--- src/rtl/brc_pkg.sv ---
// Shared types and helpers for the branch-comparator arbiter: funct3 codes and
// the branch-condition decode used on the granted request.
package brc_pkg;

    localparam int BR_OP_W = 3;
    localparam int XLEN    = 32;

    typedef enum logic [BR_OP_W-1:0] {
        BR_BEQ  = 3'b000,
        BR_BNE  = 3'b001,
        BR_ILL2 = 3'b010,
        BR_ILL3 = 3'b011,
        BR_BLT  = 3'b100,
        BR_BGE  = 3'b101,
        BR_BLTU = 3'b110,
        BR_BGEU = 3'b111
    } br_op_e;

    // Returns {taken, err}; unused funct3 codes never resolve as taken.
    function automatic logic [1:0] br_decode(input logic [BR_OP_W-1:0] op,
                                             input logic less,
                                             input logic equal);
        logic [1:0] res;
        case (br_op_e'(op))
            BR_BEQ:          res = {equal, 1'b0};
            BR_BNE:          res = {~equal, 1'b0};
            BR_BLT, BR_BLTU: res = {less, 1'b0};
            BR_BGE, BR_BGEU: res = {~less, 1'b0};
            default:         res = 2'b01;
        endcase
        return res;
    endfunction

endpackage

--- src/rtl/brc.sv ---
// Branch comparator: equality plus signed/unsigned less-than of two operands.
module brc #(
    parameter int WIDTH = 32
) (
    input  logic [WIDTH-1:0] i_rs1,
    input  logic [WIDTH-1:0] i_rs2,
    input  logic             i_br_un,
    output logic             o_br_eq,
    output logic             o_br_lt
);

    assign o_br_eq = (i_rs1 == i_rs2);
    assign o_br_lt = i_br_un ? (i_rs1 < i_rs2) : ($signed(i_rs1) < $signed(i_rs2));

endmodule

--- src/rtl/brc_rr_picker.sv ---
// Combinational round-robin priority encoder: first set request at or above
// ptr, wrapping around, is granted.
module brc_rr_picker #(
    parameter int N  = 2,
    parameter int IW = 1
) (
    input  logic [N-1:0]  req,
    input  logic [IW-1:0] ptr,
    output logic [N-1:0]  gnt,
    output logic [IW-1:0] idx
);

    // Rotating search starting from the priority pointer
    always_comb begin
        int   j;
        logic found;
        gnt   = '0;
        idx   = '0;
        found = 1'b0;
        j     = 0;
        for (int i = 0; i < N; i++) begin
            j = int'(ptr) + i;
            if (j >= N) begin
                j = j - N;
            end else begin
                j = j;
            end
            if (!found && req[j]) begin
                found  = 1'b1;
                gnt[j] = 1'b1;
                idx    = IW'(j);
            end else begin
                found = found;
            end
        end
    end

endmodule

--- src/rtl/brc_arbiter.sv ---
// Round-robin arbiter sharing one branch comparator across NUM_REQ requesters.
// Optional grant/stall statistics counters are enabled by BRC_ARB_STATS_EN.
module brc_arbiter
    import brc_pkg::*;
#(
    parameter int NUM_REQ = 2,
    parameter int TAG_W   = 4,
    parameter int IDX_W   = $clog2(NUM_REQ)
) (
    input  logic                     i_clk,
    input  logic                     i_rst,
    input  logic [NUM_REQ-1:0]       i_req_valid,
    output logic [NUM_REQ-1:0]       o_req_ready,
    input  logic [NUM_REQ*32-1:0]    i_req_rs1,
    input  logic [NUM_REQ*32-1:0]    i_req_rs2,
    input  logic [NUM_REQ*3-1:0]     i_req_op,
    input  logic [NUM_REQ*TAG_W-1:0] i_req_tag,
    output logic                     o_rsp_valid,
    input  logic                     i_rsp_ready,
    output logic [IDX_W-1:0]         o_rsp_id,
    output logic [TAG_W-1:0]         o_rsp_tag,
    output logic                     o_rsp_taken,
`ifdef BRC_ARB_STATS_EN
    output logic [NUM_REQ*16-1:0]    o_grant_cnt,
    output logic [15:0]              o_stall_cnt,
`endif
    output logic                     o_rsp_err
);

    logic               rsp_valid_r;
    logic               rsp_taken_r;
    logic               rsp_err_r;
    logic [IDX_W-1:0]   rsp_id_r;
    logic [TAG_W-1:0]   rsp_tag_r;
    logic [IDX_W-1:0]   rr_ptr_r;

    logic               can_acc_s;
    logic [NUM_REQ-1:0] pick_req_s;
    logic [NUM_REQ-1:0] gnt_s;
    logic [IDX_W-1:0]   gnt_idx_s;
    logic               any_gnt_s;
    logic [31:0]        rs1_s;
    logic [31:0]        rs2_s;
    logic [BR_OP_W-1:0] op_s;
    logic [TAG_W-1:0]   tag_s;
    logic               eq_s;
    logic               lt_s;
    logic [1:0]         dec_s;

    assign can_acc_s  = !rsp_valid_r || i_rsp_ready;
    // Reset gating keeps ready low while i_rst is asserted, independent of state.
    assign pick_req_s = i_req_valid & {NUM_REQ{can_acc_s && !i_rst}};
    assign any_gnt_s  = |gnt_s;
    assign o_req_ready = gnt_s;

    brc_rr_picker #(.N(NUM_REQ), .IW(IDX_W)) u_picker (
        .req (pick_req_s),
        .ptr (rr_ptr_r),
        .gnt (gnt_s),
        .idx (gnt_idx_s)
    );

    assign rs1_s = i_req_rs1[int'(gnt_idx_s)*32 +: 32];
    assign rs2_s = i_req_rs2[int'(gnt_idx_s)*32 +: 32];
    assign op_s  = i_req_op[int'(gnt_idx_s)*BR_OP_W +: BR_OP_W];
    assign tag_s = i_req_tag[int'(gnt_idx_s)*TAG_W +: TAG_W];

    brc #(.WIDTH(XLEN)) u_brc (
        .i_rs1   (rs1_s),
        .i_rs2   (rs2_s),
        .i_br_un (op_s[1]),
        .o_br_eq (eq_s),
        .o_br_lt (lt_s)
    );

    assign dec_s = br_decode(op_s, lt_s, eq_s);

    // Response slot and round-robin pointer
    always_ff @(posedge i_clk or posedge i_rst) begin
        if (i_rst) begin
            rsp_valid_r <= 1'b0;
            rsp_taken_r <= 1'b0;
            rsp_err_r   <= 1'b0;
            rsp_id_r    <= '0;
            rsp_tag_r   <= '0;
            rr_ptr_r    <= '0;
        end else if (any_gnt_s) begin
            rsp_valid_r <= 1'b1;
            rsp_taken_r <= dec_s[1];
            rsp_err_r   <= dec_s[0];
            rsp_id_r    <= gnt_idx_s;
            rsp_tag_r   <= tag_s;
            if (gnt_idx_s == IDX_W'(NUM_REQ-1)) begin
                rr_ptr_r <= '0;
            end else begin
                rr_ptr_r <= gnt_idx_s + IDX_W'(1);
            end
        end else if (i_rsp_ready) begin
            rsp_valid_r <= 1'b0;
        end
    end

    assign o_rsp_valid = rsp_valid_r;
    assign o_rsp_taken = rsp_taken_r;
    assign o_rsp_err   = rsp_err_r;
    assign o_rsp_id    = rsp_id_r;
    assign o_rsp_tag   = rsp_tag_r;

`ifdef BRC_ARB_STATS_EN
    logic [15:0] grant_cnt_r [NUM_REQ];
    logic [15:0] stall_cnt_r;

    // Saturating per-requester grant counters
    always_ff @(posedge i_clk or posedge i_rst) begin
        if (i_rst) begin
            for (int k = 0; k < NUM_REQ; k++) grant_cnt_r[k] <= 16'h0000;
        end else begin
            for (int k = 0; k < NUM_REQ; k++) begin
                if (gnt_s[k] && grant_cnt_r[k] != 16'hFFFF) begin
                    grant_cnt_r[k] <= grant_cnt_r[k] + 16'd1;
                end
            end
        end
    end

    // Saturating count of cycles where a request was blocked by a full slot
    always_ff @(posedge i_clk or posedge i_rst) begin
        if (i_rst) begin
            stall_cnt_r <= 16'h0000;
        end else if ((|i_req_valid) && !can_acc_s && stall_cnt_r != 16'hFFFF) begin
            stall_cnt_r <= stall_cnt_r + 16'd1;
        end
    end

    for (genvar g = 0; g < NUM_REQ; g++) begin : g_cnt_out
        assign o_grant_cnt[g*16 +: 16] = grant_cnt_r[g];
    end
    assign o_stall_cnt = stall_cnt_r;
`endif

endmodule

--- config.mk ---
export PLATFORM = sky130hd
export DESIGN_NAME = brc_arbiter
export DESIGN_NICKNAME = d
export VERILOG_FILES = /design/src/rtl/brc_pkg.sv /design/src/rtl/brc.sv /design/src/rtl/brc_rr_picker.sv /design/src/rtl/brc_arbiter.sv
export SDC_FILE = /design/constraint.sdc
export NUM_CORES = 1
export LEC_CHECK = 0
export ABC_AREA = 1
export BUFFER_PORTS_ARGS = -buffer_cell sky130_fd_sc_hd__buf_2
export CAP_MARGIN = 20
export CELL_PAD_IN_SITES_DETAIL_PLACEMENT = 0
export CELL_PAD_IN_SITES_GLOBAL_PLACEMENT = 1
export CORE_MARGIN = 5
export CORE_UTILIZATION = 25
export CTS_BUF_LIST = sky130_fd_sc_hd__clkbuf_4 sky130_fd_sc_hd__clkbuf_8 sky130_fd_sc_hd__clkbuf_16
export DETAILED_ROUTE_END_ITERATION = 8
export PLACE_DENSITY_LB_ADDON = 0.25
export REMOVE_ABC_BUFFERS = 1
export SKIP_LAST_GASP = 1
export SLEW_MARGIN = 15
export SYNTH_ARGS = -nofsm -noshare
export SYNTH_HDL_FRONTEND = slang
export SYNTH_SLANG_ARGS = --single-unit
--- constraint.sdc ---
create_clock -name i_clk -period 2.95 [get_ports i_clk]
set_clock_uncertainty 0.1 [all_clocks]
set_input_delay 0.1475 -clock i_clk [delete_from_list [all_inputs] [get_ports i_clk]]
set_output_delay 0.1475 -clock i_clk [all_outputs]
set_load 0.02 [all_outputs]
# Word-level counts from Yosys, hierarchy flattened
# Cells that the tools add are included.
# W data, S select, Z words.
op_classes:
  add_sub_neg: 4
  n_mul: 1
  magnitude_cmp: 8
  eq_ne: 6
  shifts: 4
  muxes: 22
  bitwise: 4
  n_reduce_logical: 13
op_table:
  columns: ["op", "n"]
  rows:
  - ["$shiftx A64 B7 Y32", 2]
  - ["$ge A32 B1 Y1 const B", 2]
  - ["$lt A32 B3 Y1 const B", 2]
  - ["$lt A32 B32 Y1", 2]
  - ["$mux W32", 2]
  - ["$eq A32 B32 Y1", 1]
  - ["$ge A32 B3 Y1 const B", 1]
  - ["$sub A32 B3 Y32 const B", 1]
  - ["$mux W1", 15]
  - ["$eq A3 B3 Y1 const B", 4]
  - ["$pmux W2 S4", 1]
  - ["$shiftx A8 B4 Y4", 1]
  - ["$reduce_or A2 Y1", 3]
  - ["$shiftx A6 B4 Y3", 1]
  - ["$logic_and A1 B1 Y1", 4]
  - ["$mux W2", 2]
  - ["$eq A3 B1 Y1 const B", 1]
  - ["$logic_not A1 Y1", 3]
  - ["$logic_not A3 Y1", 1]
  - ["$mul A1 B2 Y3 const B", 1]
  - ["$sub A1 B2 Y3 const B", 1]
  - ["$add A1 B1 Y2 const B", 1]
  - ["$and A2 B2 Y2", 1]
  - ["$demux W1 S1", 2]
  - ["other kinds (6)", 7]
word_totals:
  ff_bits: 9
  inputBits: 147
  output_inout_bits: 10
  word_cells: 68

# Logic depth before layout (Yosys ltp)
logic_depth:
  depth_word: 16
  mapped_depth: 26
  mapped_depth_nobuf: 24

# Modules after synthesis
# From an unflattened synthesis, not the netlist that was laid out.
hier_totals:
  hier_cells: 424
  area_unflattened_um2: 2215.9
by_module_without_submodules:
  columns: ["mod", "n_inst", "cells_each", "area_each_um2", "seq_area_each_um2"]
  rows:
  - ["brc_arbiter", 1, 273, 1285.0, 225.2]
  - ["brc", 1, 146, 902.1, 0.0]
  - ["brc_rr_picker", 1, 5, 28.8, 0.0]

# Least setup slack after synthesis
# OpenSTA, ideal clock, no wires.
synth_path:
  path_kind: "register -> register"
  startpoint: "reg rsp_valid_r (netlist: o_rsp_valid)"
  endpoint: "reg rsp_taken_r (netlist: o_rsp_taken)"
  setup_time_ps: 117
  t_arrival_ps: 2327
  required_ps: 2733
  slack_ps: 407
  stages_incl_launch_ff: 20
  n_path_buf: 3
  synth_period_minus_slack_ps: 2543
  cell_sequence: "dfrtp_1 -> nand2_1 -> nand4_1 -> buf_6 -> buf_2 -> buf_2 -> nand2_1 -> nand2_1 -> ha_1 -> a21oi_1 -> o21a_1 -> nand2_1 -> a21oi_1 -> nand2_1 -> nand2_1 -> nand2_1 -> nand2_1 -> nand2_1 -> nand2_1 -> nand2_1"
synth_between:
  elab_chain_cells: 16
  elab_cells_between_ends: 38
  cone_classes: "1 x mul; 2 x order compare; 6 x eq/ne; 3 x shift; 13 x mux; 4 x bitwise; 9 x reduce/logical"
synth_lines:
  columns: ["element", "line", "text"]
  rows:
  - ["from (decl)", "brc_arbiter.sv:30", "logic rsp_valid_r;"]
  - ["from (signal assigned)", "brc_arbiter.sv:81", "rsp_valid_r <= 1'b0;"]
  - ["from (signal assigned)", "brc_arbiter.sv:88", "rsp_valid_r <= 1'b1;"]
  - ["from (signal assigned)", "brc_arbiter.sv:99", "rsp_valid_r <= 1'b0;"]
  - ["$logic_not A1 Y1 *", "brc_arbiter.sv:50", "assign can_acc_s = !rsp_valid_r || i_rsp_ready;"]
  - ["$logic_or A1 B1 Y1 *", "brc_arbiter.sv:50", null]
  - ["$logic_and A1 B1 Y1 *", "brc_arbiter.sv:52", "assign pick_req_s = i_req_valid & {NUM_REQ{can_acc_s && !i_rst}};"]
  - ["$and A2 B2 Y2 *", "brc_arbiter.sv:52", null]
  - ["$mux W1 (implied by the code) (3 in a row)", "brc_rr_picker.sv:28", "if (!found && req[j]) begin"]
  - ["$mux W1", "brc_rr_picker.sv:28", null]
  - ["$logic_not A1 Y1", "brc_rr_picker.sv:28", null]
  - ["$logic_and A1 B1 Y1", "brc_rr_picker.sv:28", null]
  - ["$mux W1", "brc_rr_picker.sv:28", null]
  - ["$shiftx A64 B7 Y32, or another cell as far along", "brc_arbiter.sv:63", "assign rs1_s = i_req_rs1[int'(gnt_idx_s)*32 +: 32];"]
  - ["$lt A32 B32 Y1 or $shiftx A6 B4 Y3 (tied branches)", "brc.sv:13, brc_arbiter.sv:65", null]
  - ["$mux W1 or $eq A3 B3 Y1 (tied branches)", "brc.sv:13, brc_pkg.sv:24", null]
  - ["$not A1 Y1 or $reduce_or A2 Y1 (tied branches)", "brc_pkg.sv:28, brc_pkg.sv:24", null]
  - ["$pmux W2 S4", "brc_pkg.sv:24", "case (br_op_e'(op))"]
  - ["to (signal assigned)", "brc_arbiter.sv:89", "rsp_taken_r <= dec_s[1];"]
  - ["to (decl)", "brc_arbiter.sv:31", "logic rsp_taken_r;"]
# Mark *: on every way between the ends. The rest lies on a longest branch, timed or not. The select of a mux whose other input is x is not followed.
# A chain may end at the register's enable or synchronous reset.

# Worst setup path in the final report
layout_path:
  startpoint: "reg rr_ptr_r"
  endpoint: "reg rsp_taken_r (netlist: o_rsp_taken)"
layout_between:
  elab_chain_cells: 14
  elab_cells_between_ends: 51
  cone_classes: "3 x add/sub; 1 x mul; 8 x order compare; 6 x eq/ne; 3 x shift; 19 x mux; 3 x bitwise; 8 x reduce/logical"
layout_lines:
  columns: ["element", "line", "text"]
  rows:
  - ["from (decl)", "brc_arbiter.sv:35", "logic [IDX_W-1:0] rr_ptr_r;"]
  - ["from (signal assigned)", "brc_arbiter.sv:96", "rr_ptr_r <= gnt_idx_s + IDX_W'(1);"]
  - ["parallel branches: the longest is 14 deep, another holds $sub A32 B3 Y32", null, null]
# Parallel ways; which one is timed is not known. The select of a mux whose other input is x is not followed.

==> flow_summary.json <==
{
  "core_um2": 7730,
  "synth_edf_count": 0,
  "cap_violations": 0,
  "worstPathMaxFanout": 15,
  "ys_warn_count": 0,
  "arrival_ps": 2620,
  "clk_latency_ps": 240,
  "fin_area_um2": 3050,
  "grt_first_pass_wirelength_mm": 10.6,
  "dpl.hpwl_mm": 5.71,
  "diodes": 0,
  "post_synth.cell_area_avg_um2": 6.21,
  "grt_max_degree": 41,
  "grt_pass1_vias": 2547,
  "overflow": 0,
  "ys_types": 22,
  "power.switching_w": 0.000403,
  "area_growth_pct": 53.2,
  "dp_cells": 573,
  "die_w_um": 99.3,
  "grt.total_usage": 0.123,
  "stdcell_count": 582,
  "crit_path_end": "o_rsp_taken",
  "slew_viol_final": 0,
  "drtIter0Drc": 38,
  "syn_area_um2": 1990,
  "setup.worst_path.end_class": "flip-flop",
  "whs_path_depth": 3,
  "r2r_slack_ps": 360,
  "ant_nets": 0,
  "p_int_w": 0.000537,
  "layout_setup_ws_ps": 356,
  "drc": 0,
  "r2r_end": "o_rsp_taken",
  "setup_viol": 0,
  "cp.required_ps": 2980,
  "critical_path_class": "reg2reg",
  "mostFrequentLayoutCells": "buf_2 (156), nand2_1 (152), mux2i_1 (32), ha_1 (32), a21oi_1 (25)",
  "worstSetupStartpoint": "rr_ptr_r",
  "tightestPinTransition_ps": 457,
  "initial_core_util": 0.258,
  "synth_seq_cells": 9,
  "layout_min_cycle_time_ps": 2590,
  "routabilityCongestion": 0.814,
  "cts_tree": "built",
  "layout.nets": 660,
  "total_power_w": 0.000940,
  "power_frac_seq": 0.191,
  "async_flop_share": 1.00,
  "numCtsBuffers": 3,
  "leakage_nw": 2.01,
  "io_pins": 157,
  "max_freq_mhz": 386,
  "die_y_um": 99.3,
  "cts_sinks": 9,
  "ys_seq_area_frac": 0.113,
  "swShare": 0.428,
  "wire_per_inst_um": 11.5,
  "ir_drop_mv": 0.167,
  "start_kind": "flip-flop",
  "power_frac_clock": 0.152,
  "routed_wl_mm": 6.68,
  "post-route-period-util": 0.879,
  "die-area_um2": 9850,
  "netlist_instances": 321,
  "vias": 2516,
  "final_common_cell": "buf_2",
  "dr.pass1.iters": 4,
  "hold_viol": 0,
  "via_per_inst": 4.32,
  "clk_pin_slew_ps": 50,
  "cts_buffer_depth": 2,
  "placedInstanceArea_um2": 2910,
  "ys.flop_type": "dfrtp_1",
  "p_comb_frac": 0.657,
  "htree_levels": 1,
  "reg2regPathDepth": 19,
  "root_buffer": "clkbuf_8",
  "max-slew-margin-rel": 0.695,
  "drive_above_1_share": 0.375,
  "power_density_nw_per_um2": 308,
  "portBuffers": 156,
  "hp-class": "in2reg",
  "finalSetupTns_ps": 0,
  "status": "finished clean",
  "rows": 32,
  "antenna_found_initial": 0,
  "r2r_start": "rr_ptr_r",
  "pre_cts_ws_ps": 91.7
}
==> state kept, by name, summed over array words and instances, names as in the netlist <==
name         count
o_rsp_tag        4
o_rsp_err        1
o_rsp_id         1
o_rsp_taken      1
o_rsp_valid      1
rr_ptr_r         1
==> worst min-delay path by stage <==
stage / from / endpoint / slack, ps
floorplan: i_rst / o_rsp_err / -120
global placement: i_rst / o_rsp_valid / 80
detailed placement: i_rst / o_rsp_valid / 80
CTS: i_req_tag[4] / o_rsp_tag[0] / 30
global route: i_req_tag[4] / o_rsp_tag[0] / 50
finish: i_req_tag[4] / o_rsp_tag[0] / 40
==> final cells by class <==
type	instances	area [um2]
clock buffer	3	41.3
tap	102	128
clock inverter	1	5.00
fill	886	4680
inverter	19	73.8
sequential	9	225
timing repair buffer	167	950
multi-input combinational	281	1630
==> critical path, stage by stage, from the launching register on <==
cell and delay (ps):
dfrtp_1 390, inv_2 70, nand2_2 60, nand4_1 90
buf_6 170, buf_12 160, mux2i_1 220, ha_1 270
a21oi_1 140, o21ai_0 100, a21oi_1 190, nand2_1 100
nand2_1 80, nand2_1 50, nand2_1 50, nand2_1 50
nand2_1 50, nand2_1 50, nand2_1 50, nand2_1 50
==> synth_stat cells, types with 2 or more instances <==
library cell	count	area [um2]
nand3_1	7	35.0
o21ai_0	4	20.0
nand4_1	6	37.5
nand2_2	3	18.8
buf_4	2	15.0
inv_1	15	56.3
nor2_1	13	48.8
a21oi_1	25	125
o21a_1	2	15.0
nand2_1	152	571
dfrtp_1	9	225
inv_2	4	15.0
ha_1	32	400
mux2i_1	32	320
clkbuf_1	2	7.51
buf_2	7	35.0
==> cell families (layout without fill, tap and decap cells) <==
kind of cell,Yosys count,after routing,synth area share
muxes,32,32,0.161
adders and majority gates,32,32,0.201
AOI/OAI and AO/OA,35,35,0.0948
buffers and inverters,31,190,0.0703
DFF,9,9,0.113
and+or+nand+nor,182,182,0.360
==> repair_timing <==
item | 4_1_cts | 5_1_grt
setup endpoints to repair | 0 | 1
hold buffers | 1 | 0
hold endpoints to repair | 9 | 0
resized for setup | 0 | 4
buffers inserted | 0 | 2
==> per-layer routing <==
layer  vias to the layer above  track usage  share of wire
met5                         -            0              0
met4                         0      0.00945         0.0013
met3                         2       0.0231          0.079
met2                        84        0.235           0.48
met1                      1051        0.148           0.44
li1                       1379            -              -
==> per-stage QoR <==
stage,hold WS [ps],util
finish,38.7,0.395
global route,49.2,0.395
CTS,34.6,0.384
detailed placement,80.2,0.377
global placement,81.9,0.377
floorplan,-116,-
==> power groups by stage <==
| stage | combinational (W) | clock [W] | sequential [W] |
|---|---|---|---|
| 3_5_place_dp | 0.000604 | 0 | 0.000181 |
| 6_report | 0.000617 | 0.000143 | 0.000179 |
| 5_1_grt | 0.000712 | 0.000154 | 0.000184 |
| 2_1_floorplan | 0.000348 | 0 | 0.000220 |
| 4_1_cts | 0.000608 | 0.000147 | 0.000179 |
| 3_3_place_gp | 0.000599 | 0 | 0.000179 |
No activity file was read; power rests on OpenSTA's default activity.
